--- config.mk ---
export PLATFORM = sky130hd
export DESIGN_NAME = muldiv_seq_flat
export DESIGN_NICKNAME = d
export VERILOG_FILES = /design/src/rtl/muldiv_if.sv /design/src/rtl/muldiv_seq.sv /design/src/flat_wrapper.sv
export SDC_FILE = /design/constraint.sdc
export NUM_CORES = 1
export LEC_CHECK = 0
export BUFFER_PORTS_ARGS = -buffer_cell sky130_fd_sc_hd__buf_2
export CORE_AREA = 5 5 211 213
export CTS_CLUSTER_DIAMETER = 100
export DETAILED_ROUTE_END_ITERATION = 10
export DIE_AREA = 0 0 216 218
export SYNTH_ARGS = -nofsm -noshare
export SYNTH_HDL_FRONTEND = slang
export SYNTH_SLANG_ARGS = --single-unit
export TNS_END_PERCENT = 10
--- constraint.sdc ---
create_clock -name clk -period 7.85 [get_ports clk]
set_input_delay 0.3925 -clock clk [delete_from_list [all_inputs] [get_ports clk]]
set_output_delay 0.3925 -clock clk [all_outputs]
set_load 0.02 [all_outputs]
--- src/rtl/muldiv_if.sv ---
// muldiv_if: request/response bundle for muldiv_seq (start/op/a/b in; result/done/busy/stall/div0 out)
interface muldiv_if #(parameter int WIDTH = 32);
  logic start;
  logic [2:0] op;
  logic [WIDTH-1:0] a, b, result;
  logic done, busy, stall, div0;
  modport master(output start, op, a, b, input result, done, busy, stall, div0);
  modport slave(input start, op, a, b, output result, done, busy, stall, div0);
endinterface

--- src/rtl/muldiv_seq.sv ---
// muldiv_seq: iterative shift-add MUL / restoring SDIV,UDIV; ports clk, reset, bus (start/op/a/b -> result/done/busy/stall/div0)
module muldiv_seq #(
  parameter int WIDTH = 32,
  parameter logic [WIDTH-1:0] DIV0_VAL = {WIDTH{1'b1}}
) (
  input logic clk,
  input logic reset,
  muldiv_if.slave bus
);
  localparam int CW = $clog2(WIDTH);
  typedef enum logic [1:0] {IDLE, RUN, DONE} state_t;
  state_t state;
  logic [CW-1:0] count;
  logic [WIDTH-1:0] x, y, acc, q, mul_acc, rem_sh, rem_n, q_n, fin, res_r;
  logic is_mul, neg_q, dz, ge, valid, sdiv, last, done_r, div0_r;
  always_comb begin
    valid = bus.op inside {3'b100, 3'b101, 3'b110};
    sdiv = bus.op == 3'b100;
    last = count == CW'(WIDTH - 1);
    mul_acc = acc + (y[0] ? x : '0);
    rem_sh = {acc[WIDTH-2:0], x[WIDTH-1]};
    ge = rem_sh >= y;
    rem_n = ge ? rem_sh - y : rem_sh;
    q_n = {q[WIDTH-2:0], ge};
    fin = is_mul ? mul_acc : dz ? DIV0_VAL : neg_q ? -q_n : q_n;
  end
  always_ff @(posedge clk) begin
    if (reset) begin
      state <= IDLE;
      count <= '0;
      res_r <= '0;
      done_r <= 1'b0;
      div0_r <= 1'b0;
      x <= '0;
      y <= '0;
      acc <= '0;
      q <= '0;
      is_mul <= 1'b0;
      neg_q <= 1'b0;
      dz <= 1'b0;
    end else begin
      done_r <= 1'b0;
      case (state)
        IDLE: if (bus.start && valid) begin
          state <= RUN;
          count <= '0;
          div0_r <= 1'b0;
          is_mul <= bus.op == 3'b110;
          x <= (sdiv && bus.a[WIDTH-1]) ? -bus.a : bus.a;
          y <= (sdiv && bus.b[WIDTH-1]) ? -bus.b : bus.b;
          neg_q <= sdiv && (bus.a[WIDTH-1] ^ bus.b[WIDTH-1]);
          dz <= bus.op != 3'b110 && bus.b == '0;
          acc <= '0;
          q <= '0;
        end
        RUN: begin
          x <= x << 1;
          acc <= is_mul ? mul_acc : rem_n;
          y <= is_mul ? y >> 1 : y;
          q <= is_mul ? q : q_n;
          if (last) begin
            state <= DONE;
            done_r <= 1'b1;
            res_r <= fin;
            div0_r <= dz;
          end else count <= count + 1'b1;
        end
        default: state <= IDLE;
      endcase
    end
  end
  assign bus.result = res_r;
  assign bus.done = done_r;
  assign bus.div0 = div0_r;
  assign bus.busy = state != IDLE;
  assign bus.stall = (state == IDLE && bus.start && valid) || state == RUN;
endmodule

--- src/flat_wrapper.sv ---
// flat-port wrapper written by rule: the top's interface ports become plain ports
module muldiv_seq_flat 
#(
  parameter int WIDTH = 32,
  parameter logic [WIDTH-1:0] DIV0_VAL = {WIDTH{1'b1}}
)
  (clk, reset, bus_start, bus_op, bus_a, bus_b, bus_result, bus_done, bus_busy, bus_stall, bus_div0);
  muldiv_if #(.WIDTH(WIDTH)) bus_i ();
  input logic clk;
  input logic reset;
  input wire logic [$bits(bus_i.start)-1:0] bus_start;
  input wire logic [$bits(bus_i.op)-1:0] bus_op;
  input wire logic [$bits(bus_i.a)-1:0] bus_a;
  input wire logic [$bits(bus_i.b)-1:0] bus_b;
  output wire logic [$bits(bus_i.result)-1:0] bus_result;
  output wire logic [$bits(bus_i.done)-1:0] bus_done;
  output wire logic [$bits(bus_i.busy)-1:0] bus_busy;
  output wire logic [$bits(bus_i.stall)-1:0] bus_stall;
  output wire logic [$bits(bus_i.div0)-1:0] bus_div0;
  assign bus_i.start = bus_start;
  assign bus_i.op = bus_op;
  assign bus_i.a = bus_a;
  assign bus_i.b = bus_b;
  assign bus_result = bus_i.result;
  assign bus_done = bus_i.done;
  assign bus_busy = bus_i.busy;
  assign bus_stall = bus_i.stall;
  assign bus_div0 = bus_i.div0;
  muldiv_seq #(.WIDTH(WIDTH), .DIV0_VAL(DIV0_VAL)) u_core (.clk(clk), .reset(reset), .bus(bus_i));
endmodule
==> results of run 1 <==
==> metal layers <==
layer / up-vias / part of all wire / track usage / wire [um]
li1: 6182 / - / - / -
met1: 5908 / 0.45 / 0.2239 / 18970
met2: 287 / 0.49 / 0.3045 / 20690
met3: 37 / 0.038 / 0.02374 / 1604
met4: 0 / 0.016 / 0.04410 / 676
met5: - / 0 / 0 / 0
==> cell usage in the layout (no fill, tap or decap), types with 9 or more instances in the layout <==
cell	instances
ha_1	69
nand2_1	207
xnor2_1	70
o41ai_1	16
nand3_1	53
clkbuf_16	17
buf_2	104
nor2_1	135
or3_1	12
a21o_1	21
a21oi_1	204
o31ai_1	29
o211ai_1	19
a311oi_1	9
and2_1	38
mux2i_1	10
a31oi_1	15
xor2_1	71
a32o_1	28
nand2b_1	11
buf_4	19
dfxtp_1	170
a211oi_1	29
a22oi_1	38
o21ai_0	81
and3_1	12
nor2b_1	9
inv_1	58
nand4_1	13
nor3_1	28
==> final timing paths <==
check / from / endpoint / slack [ns] / cells past startpoint
hold reg to reg: u_core.bus.result[21] / u_core.bus.result[21] / 0.45 / 2
hold / removal: bus_a[0] / u_core.x[0] / 0.22 / 3
setup reg to reg: u_core.y[0] / u_core.bus.result[28] / 3.45 / 17
setup / recovery: u_core.y[0] / u_core.bus.result[28] / 3.45 / 17
==> state kept, by name, indices dropped and copies added (netlist names), 2 cells and up <==
name / cells
u_core.count: 5
u_core.acc: 32
u_core.q: 31
u_core.state: 2
u_core.x: 32
u_core.y: 32
u_core.bus.result: 32
==> synthesized netlist by cell type, drive strengths merged, types with 15 or more instances <==
library cell,number
a21oi,205
a31oi,15
nor2,139
nor3,28
xnor2,70
dfxtp,171
a32o,28
ha,69
o211ai,19
o31ai,30
xor2,71
inv,58
clkbuf,82
nand2,208
a22oi,38
o41ai,18
a21o,21
o21ai,82
a211oi,29
and2,38
nand3,53
==> cells by family (layout without fill, tap and decap cells) <==
logic type | count (synthesis) | after routing | synth area share
AO/OA/AOI/OAI | 561 | 561 | 0.2922
adder cells (fa/ha/maj) | 71 | 71 | 0.07173
multiplexers | 10 | 10 | 0.007949
flip-flops | 171 | 171 | 0.2718
buffers and inverters | 155 | 213 | 0.05097
AND/OR/NAND/NOR | 564 | 564 | 0.2073
XOR/XNOR | 141 | 141 | 0.09806
==> area by class of cell <==
class	count	area, um^2	share of cell area
flip-flops and latches	171	3425	0.2427
repair buffers	123	663.1	0.04700
clock inverters	14	135.1	0.009577
clock buffers	17	425.4	0.03015
well taps	546	683.2	0.04842
multi-input cells	1347	8557	0.6065
inverters	59	221.5	0.01570
==> worst reg2reg max path, delay by kind of cell (launching register included) <==
family                   cells  cell delay (ns)
AO/OA/AOI/OAI                6             0.99
adder cells (fa/ha/maj)      3             0.95
AND/OR/NAND/NOR              4             0.91
flip-flops                   1             0.83
buffers and inverters        3             0.47
XOR/XNOR                     1             0.17
==> metrics by stage <==
| step | hold WS, ns | util | instance area (um^2) | std cells |
|---|---|---|---|---|
| after CTS | 0.1933 | 0.3320 | 14110 | 2277 |
| after global placement | 0.4454 | 0.3188 | 13550 | 2246 |
| after global routing | 0.2484 | 0.3320 | 14110 | 2277 |
| final | 0.2189 | 0.3320 | 14110 | 2277 |
| after floorplan | 0.4522 | - | 12590 | 1673 |
| after detailed placement | 0.4463 | 0.3188 | 13550 | 2246 |
==> report_power, final <==
part | switching (uW) | internal [uW]
sequential | 102 | 930
combinational | 1610 | 917
clock | 408 | 418
total | 2120 | 2270
==> impl_metrics.toml, run 1 <==
[drt]
dr.pass1.iters = 5
via_per_inst = 5.452
routed_wirelength_um = 41940
wl_per_cell_um = 18.42
drt-initial-drc-count = 840
drc = 0
ant_nets = 0
num_vias = 12410

[cts]
hold_buffers = 0
clk_pin_slew_ns = 0.07
postCtsSetupBuffers = 0
clock-sinks = 171
numCtsBuffers = 17
cts-root-buf = "clkbuf_16"
cts_repair_resize_count = 0
clk_latency_ns = 0.46
clock_path_buffers = 2
htree_levels = 4
cts_tree = "done"

[die]
initial_core_util = 0.2963
die_h_um = 218
core_mm2 = 0.04251
ioPinCount = 106
rows = 76
die-area_mm2 = 0.04709
fp.dieW_um = 216

[sta]
rsz0062_at_grt = "no"
worstMarginPinSlew_ns = 1.214
min_period_ns = 4.399
max_freq_mhz = 227.3
setup-tns-final_ns = 0
finalHoldViolations = 0
period_share = 0.5604
finalSetupViolCount = 0
slew-limit-headroom = 0.1894
drv_slew = 0
clock_skew_ns = 0.01220
setup_ws_ns = 3.451

[synthesis]
synth_flop_cell = "dfxtp_1"
synthArstFlopShare = 0
synth_cells = 1673
syn_area_mm2 = 0.01259
netlist.area_leader.share = 0.2718
ys_warn_count = 0
synth-edff-count = 0
synth-seq-cells = 171
ys_seq_area_frac = 0.2718
synth_nets = 1814
syn_area_per_cell_um2 = 7.527
synth_area_leaders = "dfxtp_1 27%, a21oi_1 8.1%, ha_1 6.9%"
synth.distinct_cells = 79
yosysTopAreaCell = "dfxtp_1"

[worst_setup_path]
crit_path_start_kind = "flop"
cp.arrival_ns = 4.75
end_kind = "flop"
path_buf_inv = 3
required_ns = 8.20
max_stage_delay_ns = 0.83
cp_top_family = "compound AO/OA/AOI/OAI gates"
crit_fanout = 34
criticalPathCategory = "reg -> reg"
cp_cell_sequence = "ha_1 > inv_1 > fa_1 > nand3_1 > a31oi_1 > o21bai_1 > a21oi_1 > o21a_1 > buf_4 > inv_1 > ha_1 > nand4_1 > or2_2 > o31ai_2 > xor2_1 > nand2_1 > a32o_1"
crit_slowest_cell = "dfxtp_1"

[placement]
port_buffers = 105
gp_congestion = 0.9169
dp_hpwl_um = 32190
place_ws_ns = 3.516

[final_layout]
area_growth_pct = 12.04
diodes = 0
drive_gt1_frac = 0.1046
nets = 1860
fillers = 4471

[worst_hold_path]
hold_path_class = "in -> reg"

[global_route]
globalRouteOverflowTotal = 0
antenna_found_initial = 0
grt_max_degree = 73
track_usage = 0.1729
grt_pass1_vias = 11820
grt_first_pass_wirelength_um = 65360

[power]
powerDensity_mw_per_mm2 = 311.0
p_total_uw = 4388
vdd.ir_drop.worst_v = 0.0002851
total_leakage_power_uw = 0.005674

[run_status]
status = "finished clean"

[flow_run]
drv_cap = 0
Power figures use the tool's default switching activity.
==> run 2: changes to the inputs <==
==> constraint.sdc (replaced) <==
create_clock -name clk -period 4.44 [get_ports clk]
set_input_delay 0.222 -clock clk [delete_from_list [all_inputs] [get_ports clk]]
set_output_delay 0.222 -clock clk [all_outputs]
set_load 0.02 [all_outputs]
==> run 2 against run 1 <==
  * Utilization rose by 0.18 points
  * Critical path depth fell by 6
  * Worst hold slack got worse by 0.15 ns
  * First-iteration DRC count rose by 15%
  * Non-clock buffer count rose by 6
  * Maximum frequency rose by 18%
  * Sequential power rose by 77%
  * Sequential share of layout area fell by 0.13 points
  * Via count rose by 1.0%
  * Clock power rose by 84%
  * Critical path type unchanged
  * Critical endpoint is now u_core.acc[25]
==> impl_metrics.toml, run 2 (same netlist as run 1, synthesis figures left out) <==
[sta]
finalHoldViolations = 0
min_period_ns = 3.713
slew-limit-headroom = 0.1071
max_freq_mhz = 269.3
period_share = 0.8363
drv_slew = 0
setup_ws_ns = 0.7269
rsz0062_at_grt = "no"
timing.hold.ws_ns = 0.06565
setup-tns-final_ns = 0
clock_skew_ns = 0.01141
worstMarginPinSlew_ns = 1.338
finalSetupViolCount = 0

[die]
rows = 76
die_h_um = 218
ioPinCount = 106
core_mm2 = 0.04251
die-area_mm2 = 0.04709
initial_core_util = 0.2963
fp.dieW_um = 216

[power]
vdd.ir_drop.worst_v = 0.0006636
powerDensity_mw_per_mm2 = 550.8
total_leakage_power_uw = 0.005710
p_total_uw = 7813

[drt]
num_vias = 12540
drc = 0
wl_per_cell_um = 18.61
via_per_inst = 5.489
routed_wirelength_um = 42500
drt-initial-drc-count = 962
dr.pass1.iters = 5
ant_nets = 0

[placement]
port_buffers = 105
dp_hpwl_um = 32840
gp_congestion = 0.9659
place_ws_ns = 0.8080

[global_route]
globalRouteOverflowTotal = 0
track_usage = 0.1747
antenna_found_initial = 0
grt_first_pass_wirelength_um = 66210
grt_max_degree = 58
grt_pass1_vias = 11830

[worst_setup_path]
criticalPathCategory = "reg -> reg"
end_kind = "flop"
rrSetupSlack_ns = 0.73
crit_fanout = 29
cp.arrival_ns = 4.05
crit_path_start_kind = "flop"
r2r-start = "u_core.y[10]"
rr_endpoint = "u_core.acc[25]"
required_ns = 4.78
rr_worst_depth = 11

[cts]
clk_latency_ns = 0.44
clock_path_buffers = 2
htree_levels = 4
clock-sinks = 171
cts_tree = "done"
cts-root-buf = "clkbuf_16"
hold_buffers = 0
clk_pin_slew_ns = 0.07
cts_repair_resize_count = 0
postCtsSetupBuffers = 0
numCtsBuffers = 17

[worst_hold_path]
hold_path_class = "in -> reg"
min_to = "u_core.x[0]"
hold_path_depth = 3
worstHoldStart = "bus_a[0]"

[final_layout]
fillers = 4505
post-route-util = 0.3337
nets = 1866
drive_gt1_frac = 0.1082
diodes = 0
most-common-layout-cells = "207 x nand2_1, 204 x a21oi_1, 170 x dfxtp_1"
final_common_cell = "nand2_1"
area_growth_pct = 12.64

[flow_run]
drv_cap = 0

[run_status]
status = "finished clean"
-- run 2: critical path, cell delays in order, from the launching register on --
cell and delay (ns):
dfxtp_1 0.35, inv_1 0.08, ha_1 0.38, nand2_1 0.14, or4_1 0.56, o21bai_1 0.18
a21oi_1 0.27, o21a_1 0.21, buf_4 0.41, nand2_1 0.30, o41a_1 0.47, a32o_1 0.25
-- run 2: through the flow --
step	area (um^2)	cells
after floorplan	12590	1673
after global placement	13590	2252
after detailed placement	13590	2252
after CTS	14180	2284
after global routing	14180	2284
final	14180	2284
-- run 2: how the worst max path moves through the flow --
stage	start	end	slack, ns	cells past startpoint
floorplan	u_core.y[0]	u_core.bus.result[28]	0.70	18
global placement	u_core.y[0]	u_core.bus.result[28]	0.82	13
detailed placement	u_core.acc[13]	u_core.acc[25]	0.81	10
CTS	u_core.y[10]	u_core.acc[25]	0.79	11
global route	u_core.x[31]	u_core.bus.result[28]	0.53	17
finish	u_core.y[10]	u_core.acc[25]	0.73	11
-- run 2: cell type report --
cell class              count  area [um^2]  area share
clock buffers              21        480.5     0.03387
multi-input cells        1347         8557      0.6032
well taps                 546        683.2     0.04816
flip-flops and latches    171         3425      0.2414
repair buffers            129        708.2     0.04992
inverters                  59        221.5     0.01561
clock inverters            11        110.1    0.007762
-- run 2: power breakdown --
part,switching [uW],internal [uW]
registers,174,1650
logic,2840,1630
clock network,682,839
-- run 2: metal layers --
metal / track usage / up-vias / wire length, um
met5: 0 / - / 0
met4: 0.05406 / 0 / 1052
met3: 0.02471 / 60 / 1862
met2: 0.2999 / 330 / 20470
met1: 0.2283 / 5937 / 19120
li1: - / 6211 / -
